<file path="src/rtl/ncl_counter_sync_bridge_pkg.sv">
// ---------------------------------------------------------------------------
// ncl_pkg
// Shared definitions for the clocked endpoint of the dual-rail NCL counter
// ring: rail code constants, the carry transmitter state type and small
// decode helpers for a 2-bit dual-rail channel.
// ---------------------------------------------------------------------------
package ncl_pkg;

  // Dual-rail codes, bit [1] = DATA1 rail, bit [0] = DATA0 rail
  localparam logic [1:0] RAIL_NULL    = 2'b00;
  localparam logic [1:0] RAIL_DATA0   = 2'b01;
  localparam logic [1:0] RAIL_DATA1   = 2'b10;
  localparam logic [1:0] RAIL_ILLEGAL = 2'b11;

  typedef enum logic [1:0] {
    TX_IDLE = 2'd0,
    TX_DATA = 2'd1,
    TX_NULL = 2'd2
  } tx_state_t;

  function automatic logic is_data(input logic [1:0] rail);
    return (rail == RAIL_DATA0) || (rail == RAIL_DATA1);
  endfunction

  function automatic logic is_null(input logic [1:0] rail);
    return (rail == RAIL_NULL);
  endfunction

  function automatic logic is_illegal(input logic [1:0] rail);
    return (rail == RAIL_ILLEGAL);
  endfunction

endpackage

</file>
<file path="src/rtl/ncl_counter_sync_bridge_if.sv">
// ---------------------------------------------------------------------------
// ncl_counter_sync_bridge_if
// Clocked-side handshakes of the NCL counter bridge:
//   inc_valid/inc_data/inc_ready          token request port
//   count_valid/count_ready/count_data/
//   count_ovf                             assembled count word port
// slave  = the bridge, master = the agent issuing tokens / taking words.
// ---------------------------------------------------------------------------
interface ncl_counter_sync_bridge_if #(
  parameter int NDIGITS = 32
) ();

  logic               inc_valid;
  logic               inc_data;
  logic               inc_ready;
  logic               count_valid;
  logic               count_ready;
  logic [NDIGITS-1:0] count_data;
  logic               count_ovf;

  modport master (
    output inc_valid, inc_data, count_ready,
    input  inc_ready, count_valid, count_data, count_ovf
  );

  modport slave (
    input  inc_valid, inc_data, count_ready,
    output inc_ready, count_valid, count_data, count_ovf
  );

endinterface

</file>
<file path="src/rtl/ncl_counter_sync_bridge_rail_sync.sv">
// ---------------------------------------------------------------------------
// ncl_rail_sync
// Synchronizes one asynchronous dual-rail channel into the clk domain with a
// SYNC_STAGES flip-flop chain and decodes the synchronized code.
// Ports:
//   clk, init       clock, synchronous active-high clear
//   rail_in[1:0]    async rails ([1]=DATA1, [0]=DATA0); with SINGLE_RAIL only
//                   rail_in[0] is used and is treated as a completion level
//   data_s          synchronized DATA0 or DATA1
//   null_s          synchronized NULL
//   illegal_s       synchronized 11
//   one_s           synchronized DATA1
// ---------------------------------------------------------------------------
module ncl_rail_sync
  import ncl_pkg::*;
#(
  parameter int SYNC_STAGES = 2,
  parameter bit SINGLE_RAIL = 1'b0
) (
  input  logic       clk,
  input  logic       init,
  input  logic [1:0] rail_in,
  output logic       data_s,
  output logic       null_s,
  output logic       illegal_s,
  output logic       one_s
);

  logic [1:0] rail_in_s;
  logic [1:0] chain_r [SYNC_STAGES];
  logic [1:0] tail_s;

  // A single completion level is mapped onto the rail code space as
  // high -> DATA1, low -> NULL, so one decoder serves both variants.
  assign rail_in_s = SINGLE_RAIL ? {rail_in[0], 1'b0} : rail_in;
  assign tail_s    = chain_r[SYNC_STAGES-1];

  // Synchronizer chain, every stage cleared by init
  always_ff @(posedge clk) begin
    if (init) begin
      for (int i = 0; i < SYNC_STAGES; i++) begin
        chain_r[i] <= RAIL_NULL;
      end
    end else begin
      chain_r[0] <= rail_in_s;
      for (int i = 1; i < SYNC_STAGES; i++) begin
        chain_r[i] <= chain_r[i-1];
      end
    end
  end

  assign data_s    = is_data(tail_s);
  assign null_s    = is_null(tail_s);
  assign illegal_s = is_illegal(tail_s);
  assign one_s     = (tail_s == RAIL_DATA1);

endmodule

</file>
<file path="src/rtl/ncl_counter_sync_bridge.sv">
// ---------------------------------------------------------------------------
// ncl_counter_sync_bridge
// Clocked endpoint of the dual-rail NCL counter ring.
// Ports:
//   clk, init       sole clock, synchronous active-high reset (also resets ring)
//   bus (slave)     inc_valid/inc_data/inc_ready token port,
//                   count_valid/count_ready/count_data/count_ovf word port
//   carryin_o[1:0]  dual-rail carry wavefront into the LSB digit
//   bcomp_i         LSB digit completion (high = digit holds DATA)
//   sum_i           dual-rail digit sums, digit k on [2k+1:2k]
//   sumcomp_o       per-digit sum completion back to the ring
//   carryout_i      dual-rail MSB carryout
//   carrycomp_o     carryout completion back to the ring
//   rail_err        sticky flag: a synchronized 11 code was observed
// Channel index NDIGITS in the internal vectors is the carryout channel.
// ---------------------------------------------------------------------------
module ncl_counter_sync_bridge
  import ncl_pkg::*;
#(
  parameter int NDIGITS     = 32,
  parameter int SYNC_STAGES = 2
) (
  input  logic                   clk,
  input  logic                   init,
  ncl_counter_sync_bridge_if.slave bus,
  output logic [1:0]             carryin_o,
  input  logic                   bcomp_i,
  input  logic [2*NDIGITS-1:0]   sum_i,
  output logic [NDIGITS-1:0]     sumcomp_o,
  input  logic [1:0]             carryout_i,
  output logic                   carrycomp_o,
  output logic                   rail_err
);

  localparam int NCH = NDIGITS + 1;

  tx_state_t  state_r;
  logic [1:0] carryin_r;
  logic       inc_ready_s;

  logic       bcomp_data_s;
  logic       bcomp_null_s;
  logic       bcomp_ill_s;
  logic       bcomp_one_s;

  logic [NCH-1:0] ch_data_s;
  logic [NCH-1:0] ch_null_s;
  logic [NCH-1:0] ch_ill_s;
  logic [NCH-1:0] ch_one_s;

  logic [NCH-1:0] full_r;
  logic [NCH-1:0] comp_r;
  logic [NCH-1:0] cap_r;
  logic           rail_err_r;
  logic           count_valid_s;
  logic           accept_s;

  // ---------------- synchronizers ----------------
  ncl_rail_sync #(
    .SYNC_STAGES (SYNC_STAGES),
    .SINGLE_RAIL (1'b1)
  ) u_bcomp_sync (
    .clk       (clk),
    .init      (init),
    .rail_in   ({1'b0, bcomp_i}),
    .data_s    (bcomp_data_s),
    .null_s    (bcomp_null_s),
    .illegal_s (bcomp_ill_s),
    .one_s     (bcomp_one_s)
  );

  generate
    for (genvar k = 0; k < NCH; k++) begin : g_ch
      logic [1:0] rail;
      if (k < NDIGITS) begin : g_sum
        assign rail = sum_i[2*k +: 2];
      end else begin : g_carry
        assign rail = carryout_i;
      end
      ncl_rail_sync #(
        .SYNC_STAGES (SYNC_STAGES),
        .SINGLE_RAIL (1'b0)
      ) u_sync (
        .clk       (clk),
        .init      (init),
        .rail_in   (rail),
        .data_s    (ch_data_s[k]),
        .null_s    (ch_null_s[k]),
        .illegal_s (ch_ill_s[k]),
        .one_s     (ch_one_s[k])
      );
    end
  endgenerate

  // ---------------- carry transmitter ----------------
  assign inc_ready_s = (state_r == TX_IDLE) & ~bcomp_one_s & ~init;

  // Carry wavefront sequencer: one token in flight, DATA held until the LSB
  // digit completes, then NULL until it releases; the DATA code is the
  // registered copy of inc_data.
  always_ff @(posedge clk) begin
    if (init) begin
      state_r   <= TX_IDLE;
      carryin_r <= RAIL_NULL;
    end else begin
      case (state_r)
        TX_IDLE: begin
          if (bus.inc_valid && inc_ready_s) begin
            state_r   <= TX_DATA;
            carryin_r <= bus.inc_data ? RAIL_DATA1 : RAIL_DATA0;
          end
        end
        TX_DATA: begin
          if (bcomp_data_s) begin
            state_r   <= TX_NULL;
            carryin_r <= RAIL_NULL;
          end
        end
        TX_NULL: begin
          if (bcomp_null_s) begin
            state_r <= TX_IDLE;
          end
        end
        default: begin
          state_r   <= TX_IDLE;
          carryin_r <= RAIL_NULL;
        end
      endcase
    end
  end

  // ---------------- receiver ----------------
  assign count_valid_s = &full_r;
  assign accept_s      = count_valid_s & bus.count_ready;

  // Per-channel capture and completion handshake. A capture needs full==0,
  // so it can never coincide with a word accept (which needs every flag
  // set); the accept clear is therefore applied last without conflict.
  // Illegal codes decode as neither DATA nor NULL and are simply ignored.
  always_ff @(posedge clk) begin
    if (init) begin
      full_r <= {NCH{1'b0}};
      comp_r <= {NCH{1'b0}};
      cap_r  <= {NCH{1'b0}};
    end else begin
      for (int k = 0; k < NCH; k++) begin
        if (ch_data_s[k] && !comp_r[k] && !full_r[k]) begin
          cap_r[k]  <= ch_one_s[k];
          full_r[k] <= 1'b1;
          comp_r[k] <= 1'b1;
        end else if (ch_null_s[k] && comp_r[k]) begin
          comp_r[k] <= 1'b0;
        end
      end
      if (accept_s) begin
        full_r <= {NCH{1'b0}};
      end
    end
  end

  // Sticky illegal-code flag, cleared only by init
  always_ff @(posedge clk) begin
    if (init) begin
      rail_err_r <= 1'b0;
    end else if ((|ch_ill_s) || bcomp_ill_s) begin
      rail_err_r <= 1'b1;
    end
  end

  assign carryin_o       = carryin_r;
  assign sumcomp_o       = comp_r[NDIGITS-1:0];
  assign carrycomp_o     = comp_r[NDIGITS];
  assign rail_err        = rail_err_r;
  assign bus.inc_ready   = inc_ready_s;
  assign bus.count_valid = count_valid_s;
  assign bus.count_data  = cap_r[NDIGITS-1:0];
  assign bus.count_ovf   = cap_r[NDIGITS];

endmodule
</file>
<file path="src/flat_wrapper.sv">
// flat-port wrapper written by rule: the top's interface ports become plain ports
module ncl_counter_sync_bridge_flat import ncl_pkg::*;
#(
  parameter int NDIGITS     = 32,
  parameter int SYNC_STAGES = 2
)
  (clk, init, carryin_o, bcomp_i, sum_i, sumcomp_o, carryout_i, carrycomp_o, rail_err, bus_inc_valid, bus_inc_data, bus_count_ready, bus_inc_ready, bus_count_valid, bus_count_data, bus_count_ovf);
  ncl_counter_sync_bridge_if #(.NDIGITS(NDIGITS)) bus_i ();
  input  logic clk;
  input  logic init;
  output logic [1:0] carryin_o;
  input  logic bcomp_i;
  input  logic [2*NDIGITS-1:0] sum_i;
  output logic [NDIGITS-1:0] sumcomp_o;
  input  logic [1:0] carryout_i;
  output logic carrycomp_o;
  output logic rail_err;
  input wire logic [$bits(bus_i.inc_valid)-1:0] bus_inc_valid;
  input wire logic [$bits(bus_i.inc_data)-1:0] bus_inc_data;
  input wire logic [$bits(bus_i.count_ready)-1:0] bus_count_ready;
  output wire logic [$bits(bus_i.inc_ready)-1:0] bus_inc_ready;
  output wire logic [$bits(bus_i.count_valid)-1:0] bus_count_valid;
  output wire logic [$bits(bus_i.count_data)-1:0] bus_count_data;
  output wire logic [$bits(bus_i.count_ovf)-1:0] bus_count_ovf;
  assign bus_i.inc_valid = bus_inc_valid;
  assign bus_i.inc_data = bus_inc_data;
  assign bus_i.count_ready = bus_count_ready;
  assign bus_inc_ready = bus_i.inc_ready;
  assign bus_count_valid = bus_i.count_valid;
  assign bus_count_data = bus_i.count_data;
  assign bus_count_ovf = bus_i.count_ovf;
  ncl_counter_sync_bridge #(.NDIGITS(NDIGITS), .SYNC_STAGES(SYNC_STAGES)) u_core (.clk(clk), .init(init), .bus(bus_i), .carryin_o(carryin_o), .bcomp_i(bcomp_i), .sum_i(sum_i), .sumcomp_o(sumcomp_o), .carryout_i(carryout_i), .carrycomp_o(carrycomp_o), .rail_err(rail_err));
endmodule
</file>
<file path="config.mk">
export PLATFORM = sky130hd
export DESIGN_NAME = ncl_counter_sync_bridge_flat
export DESIGN_NICKNAME = d
export VERILOG_FILES = /design/src/rtl/ncl_counter_sync_bridge_pkg.sv /design/src/rtl/ncl_counter_sync_bridge_if.sv /design/src/rtl/ncl_counter_sync_bridge_rail_sync.sv /design/src/rtl/ncl_counter_sync_bridge.sv /design/src/flat_wrapper.sv
export SDC_FILE = /design/constraint.sdc
export NUM_CORES = 1
export LEC_CHECK = 0
export BUFFER_PORTS_ARGS = -buffer_cell sky130_fd_sc_hd__buf_2
export CORE_MARGIN = 3
export CORE_UTILIZATION = 51
export DETAILED_ROUTE_END_ITERATION = 6
export GPL_ROUTABILITY_DRIVEN = 0
export PLACE_DENSITY_LB_ADDON = 0.15
export SETUP_SLACK_MARGIN = 0.2
export SYNTH_ARGS = -nofsm -noshare
export SYNTH_HDL_FRONTEND = slang
export SYNTH_HIERARCHICAL = 1
export SYNTH_SLANG_ARGS = --single-unit
</file>
<file path="constraint.sdc">
create_clock -name clk -period 2.55 [get_ports clk]
set_input_delay 0.1275 -clock clk [delete_from_list [all_inputs] [get_ports clk]]
set_output_delay 0.1275 -clock clk [all_outputs]
set_load 0.02 [all_outputs]
</file>
Yosys cells after proc, flatten, opt, wreduce, memory -nomap -nowiden:

Memories as Yosys holds them, arrays and structs flattened.
Index checks and enable logic that the tools add are counted.

* flip-flop bits (word level): 104
* RAM bits: 136
* input port bits: 72
* output and inout port bits: 71
* word-level logic and storage cells: 736
* memories kept: 34

* equality and inequality tests: 107
* muxes and demuxes: 145
* bitwise gates (word level): 74
* reduce and logical (&&, ||, !) cells: 274

Memory list
* u_core.g_ch[0].u_sync.chain_r: words 2, bits a word 2, rd ports 2, clocked after memory_dff 0, wr ports 2, RTL line ncl_counter_sync_bridge_rail_sync.sv:30 `logic [1:0] chain_r [SYNC_STAGES];`
* u_core.g_ch[10].u_sync.chain_r: words 2, bits a word 2, rd ports 2, clocked after memory_dff 0, wr ports 2, RTL line ncl_counter_sync_bridge_rail_sync.sv:30
* u_core.g_ch[11].u_sync.chain_r: words 2, bits a word 2, rd ports 2, clocked after memory_dff 0, wr ports 2, RTL line ncl_counter_sync_bridge_rail_sync.sv:30
* u_core.g_ch[12].u_sync.chain_r: words 2, bits a word 2, rd ports 2, clocked after memory_dff 0, wr ports 2, RTL line ncl_counter_sync_bridge_rail_sync.sv:30
* u_core.g_ch[13].u_sync.chain_r: words 2, bits a word 2, rd ports 2, clocked after memory_dff 0, wr ports 2, RTL line ncl_counter_sync_bridge_rail_sync.sv:30
* u_core.g_ch[14].u_sync.chain_r: words 2, bits a word 2, rd ports 2, clocked after memory_dff 0, wr ports 2, RTL line ncl_counter_sync_bridge_rail_sync.sv:30
* 28 more memories

Operator list (count)
* $mux W2: 74
* $eq A2 B2 Y1 const B: 69
* $logic_and A1 B1 Y1: 100
* $eq A2 B1 Y1 const B: 35
* $logic_not A2 Y1: 35
* $mux W1: 69
* $or A1 B1 Y1: 68
* $logic_not A1 Y1: 66
* $reduce_bool A2 Y1: 33
* $logic_or A1 B1 Y1: 35
* $reduce_and A33 Y1: 1
* $reduce_or A33 Y1: 1
* $pmux W2 S3: 2
* $reduce_and A3 Y1: 2
* $ne A2 B1 Y1 const B: 2
* $and A1 B1 Y1: 3
* $not A1 Y1: 3
* $ne A2 B2 Y1 const B: 1
* $reduce_or A2 Y1: 1

Logic depth before layout (Yosys ltp):

Gate-level depths: netlist (run 1).
An unclocked memory read counts as a cell.

* depth after elaboration: 8
* gate-level depth with buffers: 5
* mapped depth without buffers: 5

By module:

Netlist (run 1), hierarchy kept.

Modules (own cells, without submodules)
* ncl_rail_sync at u_core.g_ch[0].u_sync ...: instances 33, cells each 13, area each 150.1 sq um, sequential area each 80.1 sq um
* ncl_counter_sync_bridge: instances 1, cells each 490, area each 3912.5 sq um, sequential area each 2082.0 sq um
* ncl_rail_sync at u_core.u_bcomp_sync: instances 1, cells each 8, area each 75.1 sq um, sequential area each 40.0 sq um

Worst setup path after synthesis (run 1):

Ideal clock, no wire load.

* path type: register to output
* start point: reg u_core.state_r[1]
* end point: out bus_inc_ready
* data arrival time: 1.168 ns
* data required time: 2.423 ns
* setup slack: 1.255 ns
* stages on the path, launching flop included: 3
* path buffers: 1
* cells stage by stage: dfxtp_1 -> clkbuf_1 -> nor4_1

* cells in the longest elaborated chain, start to end: 3

RTL lines
* from (decl): RTL line ncl_counter_sync_bridge.sv:37 `tx_state_t state_r;`
* from (signal assigned): RTL line ncl_counter_sync_bridge.sv:103 `state_r <= TX_IDLE;`
* from (signal assigned): RTL line ncl_counter_sync_bridge.sv:109 `state_r <= TX_DATA;`
* from (signal assigned): RTL line ncl_counter_sync_bridge.sv:115 `state_r <= TX_NULL;`
* $logic_not A2 Y1: RTL line ncl_counter_sync_bridge.sv:96 `assign inc_ready_s = (state_r == TX_IDLE) & ~bcomp_one_s & ~init;`
* $and A1 B1 Y1 (2 in a row): RTL line ncl_counter_sync_bridge.sv:96
* to (decl): RTL line flat_wrapper.sv:21 `output wire logic [$bits(bus_i.inc_ready)-1:0] bus_inc_ready;`

No other way between the ends.

Worst setup path in the final report (run 1):

* start point: reg u_core.full_r[19]
* end point: out bus_count_valid

* cells in the longest elaborated chain, start to end: 1

RTL lines
* from (decl): RTL line ncl_counter_sync_bridge.sv:51 `logic [NCH-1:0] full_r;`
* from (signal assigned): RTL line ncl_counter_sync_bridge.sv:142 `full_r <= {NCH{1'b0}};`
* from (signal assigned): RTL line ncl_counter_sync_bridge.sv:156 `full_r <= {NCH{1'b0}};`
* $reduce_and A33 Y1: RTL line ncl_counter_sync_bridge.sv:133 `assign count_valid_s = &full_r;`
* to (decl): RTL line flat_wrapper.sv:22 `output wire logic [$bits(bus_i.count_valid)-1:0] bus_count_valid;`

No other way between the ends.

==> results.ini, run 1 <==
[status]
status = finished clean

[route]
highest_layer = met4
dr.pass1.iters = 4
via_per_inst = 4.64
wl_met3_um = 919
wirelength_um = 17700
drt_iter0_drc = 242
wl_met2_um = 8640
m1WireLength_um = 7730
drc = 0
num_vias = 6441
wire_per_inst_um = 12.7
ant_nets = 0

[placement]
pre_cts_ws_ns = 0.724
place.detailed.hpwl_um = 12100
port_buffers = 142
place_area_um2 = 9890

[global_routing]
antenna_found_initial = 0
grt_max_degree = 111
grt_pass1_wl_um = 29000
grt_pass1_vias = 6233
grt_use_total_pct = 17.9
gr-total-overflow = 0

[worst_setup_path]
critPathLaunchType = register
crit-reg2reg-launch = u_core/full_r[19]$_SDFFE_PP0P_
reg2reg_slack_ns = 0.73
crit_fanout = 3
worst_ep_arrival_time_ns = 1.84
worstSetupPathType = register to primary output
rr_worst_depth = 4
crit_path_end_kind = primary output
cp.required_ns = 2.42
crit-reg2reg-capture = u_core/full_r[28]$_SDFFE_PP0P_

[floorplan]
rows = 47
initial_core_util_pct = 53.0
die_height_um = 138
core_um2 = 16900
die_width_um = 138
dieArea_um2 = 19200
io_pins = 143

[timing]
final.setup.worst_slack_ns = 0.586
maxSlewViolCount = 0
hold_viol = 0
skew_ns = 0.0155
fin_crit_ns = 1.96
fin_crit_sh_pct = 77.0
setup_tns_ns = 0
worstMarginPinSlew_ns = 0.595
max-slew-margin-rel_pct = 60.3
setup-violations-final = 0
fmax_mhz = 509
rsz0062_at_grt = false

[power]
p_sw_share_pct = 22.9
power_frac_seq_pct = 49.1
p_clk_share_pct = 42.2
leakage_uw = 0.00499
peakVddDrop_uv = 603
internal-power_uw = 6330
power_density_nw_per_um2 = 721
p_comb_share_pct = 8.7
p_switching_uw = 1880

[cells_and_area]
layout_common_cells = dfxtp_1 (238), buf_2 (141), nor2b_1 (134)
drive_gt1_share_pct = 15.7
area_delta_synth_final_pct = 27.5
fin_area_um2 = 11400
nNetsFinal = 1324
layout_commonest_cell = dfxtp_1
antennaDiodeCount = 0

[clocking]
cts_sinks = 238
cts_buffer_depth = 3
htreeDepth = 1
cts_tree = done
clk_latency_ns = 0.51
clockRootBuffer = clkbuf_16
cts_made_buffers = 24
clkSlewWorstSetupHoldPaths_ns = 0.06
cts_setup_buffers = 0

[logic_synthesis]
synth_area_um2 = 8940
synth_nets = 1097
syn_avg_cell_area_um2 = 9.65
syn_inst = 926
yosysWarnings = 6

[min_path]
min-delay-start = sum_i[16]
min_to = u_core/g_ch[8].u_sync/chain_r[0][0]$_SDFF_PP0_
hp-class = input pin to register
hold_depth = 3

[job]
maxCapViolations = 0

[power by group through the flow]
stage / Sequential (uW) / Clock [uW] / Combinational (uW)
after global routing: 4060 / 3700 / 803
final: 4040 / 3470 / 712
after global placement: 4110 / 0 / 622
after CTS: 4040 / 3550 / 715
after detailed placement: 4120 / 0 / 627
after floorplan: 4140 / 0 / 358
[routing by layer]
| metal | global-route usage [%] | up-vias |
|---|---|---|
| li1 | - | 3394 |
| met1 | 21.5 | 2884 |
| met2 | 32.1 | 132 |
| met3 | 4.28 | 31 |
| met4 | 5.15 | 0 |
| met5 | 0 | - |
[registers in the layout, indices dropped and copies added (netlist names)]
name and count:
u_core/carryin_o 2, u_core/u_bcomp_sync/chain_r 2, u_core/g_ch.u_sync/chain_r 132, u_core/cap_r 33, u_core/full_r 33, u_core/rail_err 1, u_core/state_r 2, u_core/comp_r 33
[worst max-delay path, stage by stage (launching register included)]
cell and delay, ns:
dfxtp_1 0.38, nand4_1 0.13, nor3_1 0.38, and3_1 0.26, buf_2 0.18
[worst max path at each step]
stage	endpoint	start	slack, ns	depth (start not counted)
6_report	bus_count_valid	u_core/full_r[19]$_SDFFE_PP0P_	0.59	4
5_1_grt	bus_count_valid	u_core/full_r[19]$_SDFFE_PP0P_	0.50	4
4_1_cts	bus_count_valid	u_core/full_r[19]$_SDFFE_PP0P_	0.57	4
3_5_place_dp	u_core/full_r[28]$_SDFFE_PP0P_	u_core/full_r[19]$_SDFFE_PP0P_	0.72	4
3_3_place_gp	u_core/full_r[25]$_SDFFE_PP0P_	u_core/full_r[19]$_SDFFE_PP0P_	0.87	4
2_1_floorplan	bus_inc_ready	u_core/state_r[1]$_SDFFE_PP0P_	1.25	2
[area by class of cell]
class                      instances  area (um2)
clock inverter                     8         108
multi-input combinational        574        3720
clock buffer                      34         688
timing repair buffer             215        1470
fill                            1344        5480
sequential                       238        4760
tap                              220         275
inverter                         100         375
[per-stage QoR]
stage | power (uW) | utilization [%] | instances | hold slack, ns
after floorplan | 4500 | - | 926 | 0.199
after global placement | 4730 | 58.6 | 1276 | 0.336
after detailed placement | 4750 | 58.6 | 1276 | 0.339
after CTS | 8300 | 67.5 | 1389 | 0.334
after global routing | 8560 | 67.5 | 1389 | 0.357
final | 8220 | 67.5 | 1389 | 0.351
[timing repair]
| action | CTS | global route |
|---|---|---|
| hold buffers | 71 | 0 |
| hold endpoints to repair | 71 | 0 |
| resized for setup | 0 | 0 |
Note: power is estimated with default switching activity, not from simulation.
==> inputs of run 2 (changes only) <==
--- a/config.mk
+++ b/config.mk
@@ -5,6 +5,7 @@
 export SDC_FILE = /design/constraint.sdc
 export NUM_CORES = 1
 export LEC_CHECK = 0
+export ABC_AREA = 1
 export BUFFER_PORTS_ARGS = -buffer_cell sky130_fd_sc_hd__buf_2
 export CORE_MARGIN = 3
 export CORE_UTILIZATION = 51
==> constraint.sdc (replaced) <==
create_clock -name clk -period 1.6 [get_ports clk]
set_input_delay 0.08 -clock clk [delete_from_list [all_inputs] [get_ports clk]]
set_output_delay 0.08 -clock clk [all_outputs]
set_load 0.02 [all_outputs]
==> run 2 against run 1 <==
Effect of this change:
- the run now ends with negative setup slack left
- critical path depth is 1 higher
- via count up 12%
- die area up 3.0%
- sequential share of layout area shrank 2.9 points
- sequential cell count is the same
- routed wire length increased by 9.0%
- utilization grew 3.0 points
- synthesized cell count increased by 24%
- non-clock buffer count grew 21
- worst hold slack worse by 0.31 ns
- register-to-register slack lost 0.73 ns
- clock-buffer cell count is 4 higher
- largest power group unchanged
==> results.ini, run 2 <==
[clocking]
clk_latency_ns = 0.52  ; was 0.51 ns
cts_buffer_depth = 3  ; unchanged
clockRootBuffer = clkbuf_16  ; unchanged
cts_tree = done  ; unchanged
htreeDepth = 1  ; unchanged
clkSlewWorstSetupHoldPaths_ns = 0.06  ; about the same
cts_made_buffers = 25  ; was 24
cts_sinks = 238  ; unchanged

[route]
drc = 0  ; unchanged
dr.pass1.iters = 4  ; unchanged
num_vias = 7203  ; was 6441
drt_iter0_drc = 305  ; was 242
ant_nets = 0  ; unchanged
via_per_inst = 4.39  ; was 4.64
wirelength_um = 19300  ; was 17700 um
wire_per_inst_um = 11.7  ; was 12.7 um

[global_routing]
grt_max_degree = 96  ; was 111
grt_pass1_vias = 6953  ; was 6233
grt_use_total_pct = 18.9  ; was 17.9%
antenna_found_initial = 0  ; unchanged
grt_pass1_wl_um = 31100  ; was 29000 um
gr-total-overflow = 0  ; unchanged

[worst_setup_path]
cp_cell_sequence = inv_2, nor4_2, nand3_1, nor2_1, buf_4  ; was nand4_1, nor3_1, and3_1, buf_2
crit-reg2reg-launch = u_core/full_r[23]$_SDFFE_PP0P_  ; was u_core/full_r[19]$_SDFFE_PP0P_
worstSetupPathType = register to primary output  ; unchanged
startpoint = u_core/full_r[15]$_SDFFE_PP0P_  ; was u_core/full_r[19]$_SDFFE_PP0P_
critical-path-top-delay-family = simple AND/OR/NAND/NOR gates  ; unchanged
crit_cells = 5  ; was 4
rr_worst_depth = 10  ; was 4
critPathLaunchType = register  ; unchanged
crit_path_end_kind = primary output  ; unchanged
worst_ep_arrival_time_ns = 1.58  ; was 1.84 ns
critPathMaxStageDelay_ns = 0.33  ; was 0.38 ns
cp.required_ns = 1.52  ; was 2.42 ns
cpMaxStageDelayCell = dfxtp_2  ; was dfxtp_1
crit_fanout = 2  ; was 3
critPathBufInv = 2  ; was 1

[job]
maxCapViolations = 0  ; unchanged

[timing]
setup_tns_ns = -0.0630  ; was 0 ns
setup-violations-final = 1  ; was 0
final.setup.worst_slack_ns = -0.0630  ; was 0.586 ns
fmax_mhz = 601
rsz0062_at_grt = true  ; was false
fin_crit_ns = 1.66
maxSlewViolCount = 0  ; unchanged
hold_viol = 0  ; unchanged
fin_crit_sh_pct = 104
worst_hold_slack_ns = 0.0373  ; was 0.351 ns
skew_ns = 0.0152  ; was 0.0155 ns

[min_path]
hp-class = input pin to register  ; unchanged
hold_depth = 3  ; unchanged
min-delay-start = init  ; was sum_i[16]

[power]
leakage_uw = 0.00636  ; was 0.00499 uW
p_comb_share_pct = 10.9  ; was 8.7%
peakVddDrop_uv = 995  ; was 603 uV
internal-power_uw = 10800  ; was 6330 uW
p_switching_uw = 3360  ; was 1880 uW
p_sw_share_pct = 23.7  ; was 22.9%
power_density_nw_per_um2 = 1150  ; was 721 nW/um2
power_frac_seq_pct = 46.2  ; was 49.1%
p_clk_share_pct = 42.8  ; was 42.2%

[cells_and_area]
drive_gt1_share_pct = 20.9  ; was 15.7%
layout_common_cells = nor2_1 (289), inv_1 (286), dfxtp_1 (215)  ; was dfxtp_1 (238), buf_2 (141), nor2b_1 (134)
regMostFlops = u_core/g_ch.u_sync/chain_r  ; unchanged
layout_commonest_cell = nor2_1  ; was dfxtp_1
antennaDiodeCount = 0  ; unchanged
multi_input_area_um2 = 3520  ; was 3720 um2
post-route-util_pct = 70.5  ; was 67.5%
area_delta_synth_final_pct = 33.6  ; was 27.5%
largest_reg_flops = 132  ; unchanged
fillers = 1390  ; was 1344
regArea_um2 = 4800  ; was 4760 um2
nNetsFinal = 1569  ; was 1324

[floorplan]
rows = 48  ; was 47
io_pins = 143  ; unchanged
die_width_um = 140  ; was 138 um
core_um2 = 17500  ; was 16900 um2
die_height_um = 140  ; was 138 um
initial_core_util_pct = 52.8  ; was 53.0%
dieArea_um2 = 19700  ; was 19200 um2

[placement]
port_buffers = 142  ; unchanged
place.detailed.hpwl_um = 12500  ; was 12100 um

[logic_synthesis]
synth_area_um2 = 9220  ; was 8940 um2
synth_nets = 1318  ; was 1097
syn_inst = 1147  ; was 926
syn_avg_cell_area_um2 = 8.04  ; was 9.65 um2
yosysWarnings = 6  ; unchanged

[status]
violations = negative setup slack
status = complete, but fails checks  ; was finished clean

run 2: metal layers:
metal	vias to the layer above	part of all wire, %	global-route usage (%)
li1	3824	-	-
met1	3200	45	23.2
met2	136	48	33.3
met3	43	4.5	3.41
met4	0	2.9	6.58
met5	-	0	0
run 2: final timing paths:
| check | slack, ns | endpoint |
|---|---|---|
| worst min-delay path | 0.04 | u_core/g_ch[5].u_sync/chain_r[0][0]$_SDFF_PP0_ |
| worst max-delay path | -0.06 | bus_count_valid |
| worst max register to register | 0 | u_core/full_r[10]$_SDFFE_PP0P_ |
| worst min register to register | 0.40 | u_core/g_ch[15].u_sync/chain_r[0][3]$_SDFF_PP0_ |
run 2: worst reg2reg max path, delay by kind of cell (launching register included):
kind / cells / cell delay (ns)
buffers and inverters: 5 / 0.65
AND/OR/NAND/NOR: 5 / 0.48
flip-flops: 1 / 0.35
run 2: area by class of cell:
type | count | share of cell area [%]
Multi-Input combinational cell | 606 | 28.6
Sequential cell | 238 | 38.9
Tap cell | 225 | 2.28
Clock buffer | 38 | 6.29
Inverter | 291 | 8.87
Clock inverter | 7 | 0.955
Timing Repair Buffer | 236 | 14.1
run 2: timing repair:
item	4_1_cts	5_1_grt
cloned	1	2
resized for setup	29	74
setup buffers	12	3
pin swaps	8	12
endpoints found under the hold margin	70	0
endpoints found under the setup margin	36	47
hold buffers	69	0
run 2: power groups by stage:
| stage | logic [uW] | clock network [uW] | registers (uW) |
|---|---|---|---|
| 4_1_cts | 1460 | 6210 | 6540 |
| 6_report | 1550 | 6060 | 6540 |
| 5_1_grt | 1760 | 6460 | 6590 |
| 3_3_place_gp | 1250 | 0 | 6650 |
| 3_5_place_dp | 1270 | 0 | 6660 |
| 2_1_floorplan | 660 | 0 | 6770 |
run 2: stage by stage:
step	power, uW	area [um2]	worst slack, ns	cells
finish	14200	12300	-0.0630	1641
global route	14800	12300	-0.116	1641
CTS	14200	12000	-0.0546	1636
detailed placement	7930	10200	0.148	1509
global placement	7900	10200	0.149	1509
floorplan	7430	9220	0.419	1147
==> inputs of run 3 (changes only) <==
--- a/config.mk
+++ b/config.mk
@@ -12,7 +12,9 @@
 export DETAILED_ROUTE_END_ITERATION = 6
 export GPL_ROUTABILITY_DRIVEN = 0
 export PLACE_DENSITY_LB_ADDON = 0.15
+export RECOVER_POWER = 100
 export SETUP_SLACK_MARGIN = 0.2
+export SLEW_MARGIN = 10
 export SYNTH_ARGS = -nofsm -noshare
 export SYNTH_HDL_FRONTEND = slang
 export SYNTH_HIERARCHICAL = 1
==> constraint.sdc (replaced) <==
create_clock -name clk -period 1.6 [get_ports clk]
set_input_delay 0.08 -clock clk [delete_from_list [all_inputs] [get_ports clk]]
set_output_delay 0.08 -clock clk [all_outputs]
set_load 0.01 [all_outputs]
==> run 3 against run 2 <==
Effect of this change:
- the flow still finishes with violations (negative setup slack)
- first-iteration DRC count fell by 25%
- combinational power fell by 16%
- clock-buffer cell count did not move
- non-clock buffer count fell by 4
- sequential cell count did not move
- setup slack improved by 0.046 ns
- critical endpoint unchanged
- largest power group unchanged
==> results.ini, run 3 (synthesized netlist as in run 2, its figures left out) <==
[status]
status = complete, but fails checks  ; unchanged
violations = negative setup slack  ; unchanged

[floorplan]
initial_core_util_pct = 52.8  ; unchanged
die_height_um = 140  ; unchanged
dieArea_um2 = 19700  ; unchanged
rows = 48  ; unchanged
die_width_um = 140  ; unchanged
core_um2 = 17500  ; unchanged
io_pins = 143  ; unchanged

[cells_and_area]
regMostFlops = u_core/g_ch.u_sync/chain_r  ; unchanged
nNetsFinal = 1565  ; was 1569
layout_commonest_cell = nor2_1  ; unchanged
fin_area_um2 = 11900  ; was 12300 um2
drive_gt1_share_pct = 13.0  ; was 20.9%
fillers = 1439  ; was 1390
layout_common_cells = nor2_1 (315), inv_1 (288), dfxtp_1 (209)  ; was nor2_1 (289), inv_1 (286), dfxtp_1 (215)
largest_reg_flops = 132  ; unchanged
antennaDiodeCount = 0  ; unchanged
area_delta_synth_final_pct = 28.6  ; was 33.6%

[power]
p_clk_share_pct = 42.4  ; was 42.8%
leakage_uw = 0.00596  ; was 0.00636 uW
internal-power_uw = 10500  ; was 10800 uW
power_uw = 13600  ; was 14200 uW
power_density_nw_per_um2 = 1150  ; about the same
p_comb_share_pct = 9.6  ; was 10.9%
p_sw_share_pct = 23.0  ; was 23.7%
power_frac_seq_pct = 48.0  ; was 46.2%
peakVddDrop_uv = 1020  ; was 995 uV
p_switching_uw = 3140  ; was 3360 uW

[placement]
port_buffers = 142  ; unchanged
place_area_um2 = 10300  ; was 10200 um2
place.detailed.hpwl_um = 13000  ; was 12500 um

[route]
ant_nets = 0  ; unchanged
via_per_inst = 4.37  ; was 4.39
wire_per_inst_um = 11.7  ; about the same
drt_iter0_drc = 230  ; was 305
wirelength_um = 19200  ; was 19300 um
drc = 0  ; unchanged
dr.pass1.iters = 4  ; unchanged
num_vias = 7149  ; was 7203

[global_routing]
antenna_found_initial = 0  ; unchanged
grt_use_total_pct = 19.1  ; was 18.9%
grt_pass1_wl_um = 31300  ; was 31100 um
grt_max_degree = 76  ; was 96
gr-total-overflow = 0  ; unchanged
grt_pass1_vias = 6916  ; was 6953

[worst_setup_path]
critPathLaunchType = register  ; unchanged
crit_fanout = 3  ; was 2
critPathMaxStageDelay_ns = 0.33  ; about the same
cpMaxStageDelayCell = dfxtp_2  ; unchanged
cp.required_ns = 1.52  ; about the same
crit_path_end_kind = primary output  ; unchanged
worstSetupPathType = register to primary output  ; unchanged
worst_ep_arrival_time_ns = 1.54  ; was 1.58 ns
cp_cell_sequence = inv_1, nor4_4, nand3_1, nor2_1, buf_2  ; was inv_2, nor4_2, nand3_1, nor2_1, buf_4

[timing]
fin_crit_sh_pct = 101  ; was 104%
fin_crit_ns = 1.62  ; was 1.66 ns
maxSlewViolCount = 0  ; unchanged
fmax_mhz = 618  ; was 601 MHz
rsz0062_at_grt = true  ; unchanged
max-slew-margin-rel_pct = 24.6
skew_ns = 0.00697  ; was 0.0152 ns
setup-violations-final = 1  ; unchanged
hold_viol = 0  ; unchanged
final.setup.worst_slack_ns = -0.0171  ; was -0.0630 ns
setup_tns_ns = -0.0171  ; was -0.0630 ns
worstMarginPinSlew_ns = 1.13

[clocking]
clk_latency_ns = 0.50  ; was 0.52 ns
cts_buffer_depth = 3  ; unchanged
htreeDepth = 1  ; unchanged
clkSlewWorstSetupHoldPaths_ns = 0.06  ; about the same
cts_tree = done  ; unchanged
cts_sinks = 238  ; unchanged
clockRootBuffer = clkbuf_16  ; unchanged
cts_made_buffers = 25  ; unchanged

[job]
maxCapViolations = 0  ; unchanged

[min_path]
hp-class = input pin to register  ; unchanged

run 3: path summary, 6_finish.rpt:
| kind | start | to | slack [ns] | cells after the start |
|---|---|---|---|---|
| worst min-delay path | init | u_core/g_ch[25].u_sync/chain_r[0][2]$_SDFF_PP0_ | 0.14 | 3 |
| worst max-delay path | u_core/full_r[17]$_SDFFE_PP0P_ | bus_count_valid | -0.02 | 5 |
| worst min register to register | u_core/g_ch[21].u_sync/chain_r[0][1]$_SDFF_PP0_ | u_core/g_ch[21].u_sync/chain_r[0][3]$_SDFF_PP0_ | 0.40 | 2 |
| worst max register to register | u_core/full_r[11]$_SDFFE_PP0P_ | u_core/full_r[5]$_SDFFE_PP0P_ | 0.09 | 8 |
run 3: timing repair:
action | CTS | global route
buffers inserted | 2 | 7
gates resized for setup | 17 | 57
gates cloned | 0 | 3
hold buffers | 69 | 0
pin swaps | 7 | 13
endpoints found under the setup margin | 36 | 48
endpoints found under the hold margin | 70 | 0
run 3: area by class of cell:
cell class | instances | area, um2 | area share, %
Clock buffer | 38 | 734 | 6.19
Clock inverter | 5 | 100 | 0.844
Inverter | 291 | 1090 | 9.21
Multi-Input combinational cell | 606 | 3390 | 28.6
Sequential cell | 238 | 4800 | 40.5
Tap cell | 225 | 282 | 2.37
Timing Repair Buffer | 232 | 1460 | 12.3
run 3: layer usage:
metal  vias up  wire length, um  share of wire [%]  GRT usage [%]
met2       129             9140                 48           34.2
met4         0              544                2.8           5.66
li1       3811                -                  -              -
met1      3167             8690                 45           23.1
met5         -                0                  0              0
met3        42              809                4.2           3.76
run 3: metrics by stage:
stage	utilization (%)	setup WS, ns	cells	hold slack, ns
after floorplan	-	0.419	1147	0.151
after global placement	58.7	0.123	1511	0.277
after detailed placement	58.7	0.137	1511	0.285
after CTS	67.7	-0.0589	1625	0.0412
after global routing	67.9	-0.109	1635	0.183
final	67.9	-0.0171	1635	0.135
run 3: power by group through the flow:
stage          Combinational, uW  Sequential [uW]  Clock (uW)
6_report                    1300             6550        5790
5_1_grt                     1510             6600        6170
4_1_cts                     1320             6540        5940
3_5_place_dp                1170             6660           0
3_3_place_gp                1150             6650           0
2_1_floorplan                659             6660           0
run 3: worst max-delay path: cells and delay by family (launching register included):
family,cells,cell delay [ns]
buffers and inverters,2,0.22
flip-flops,1,0.33
AND/OR/NAND/NOR,3,0.48
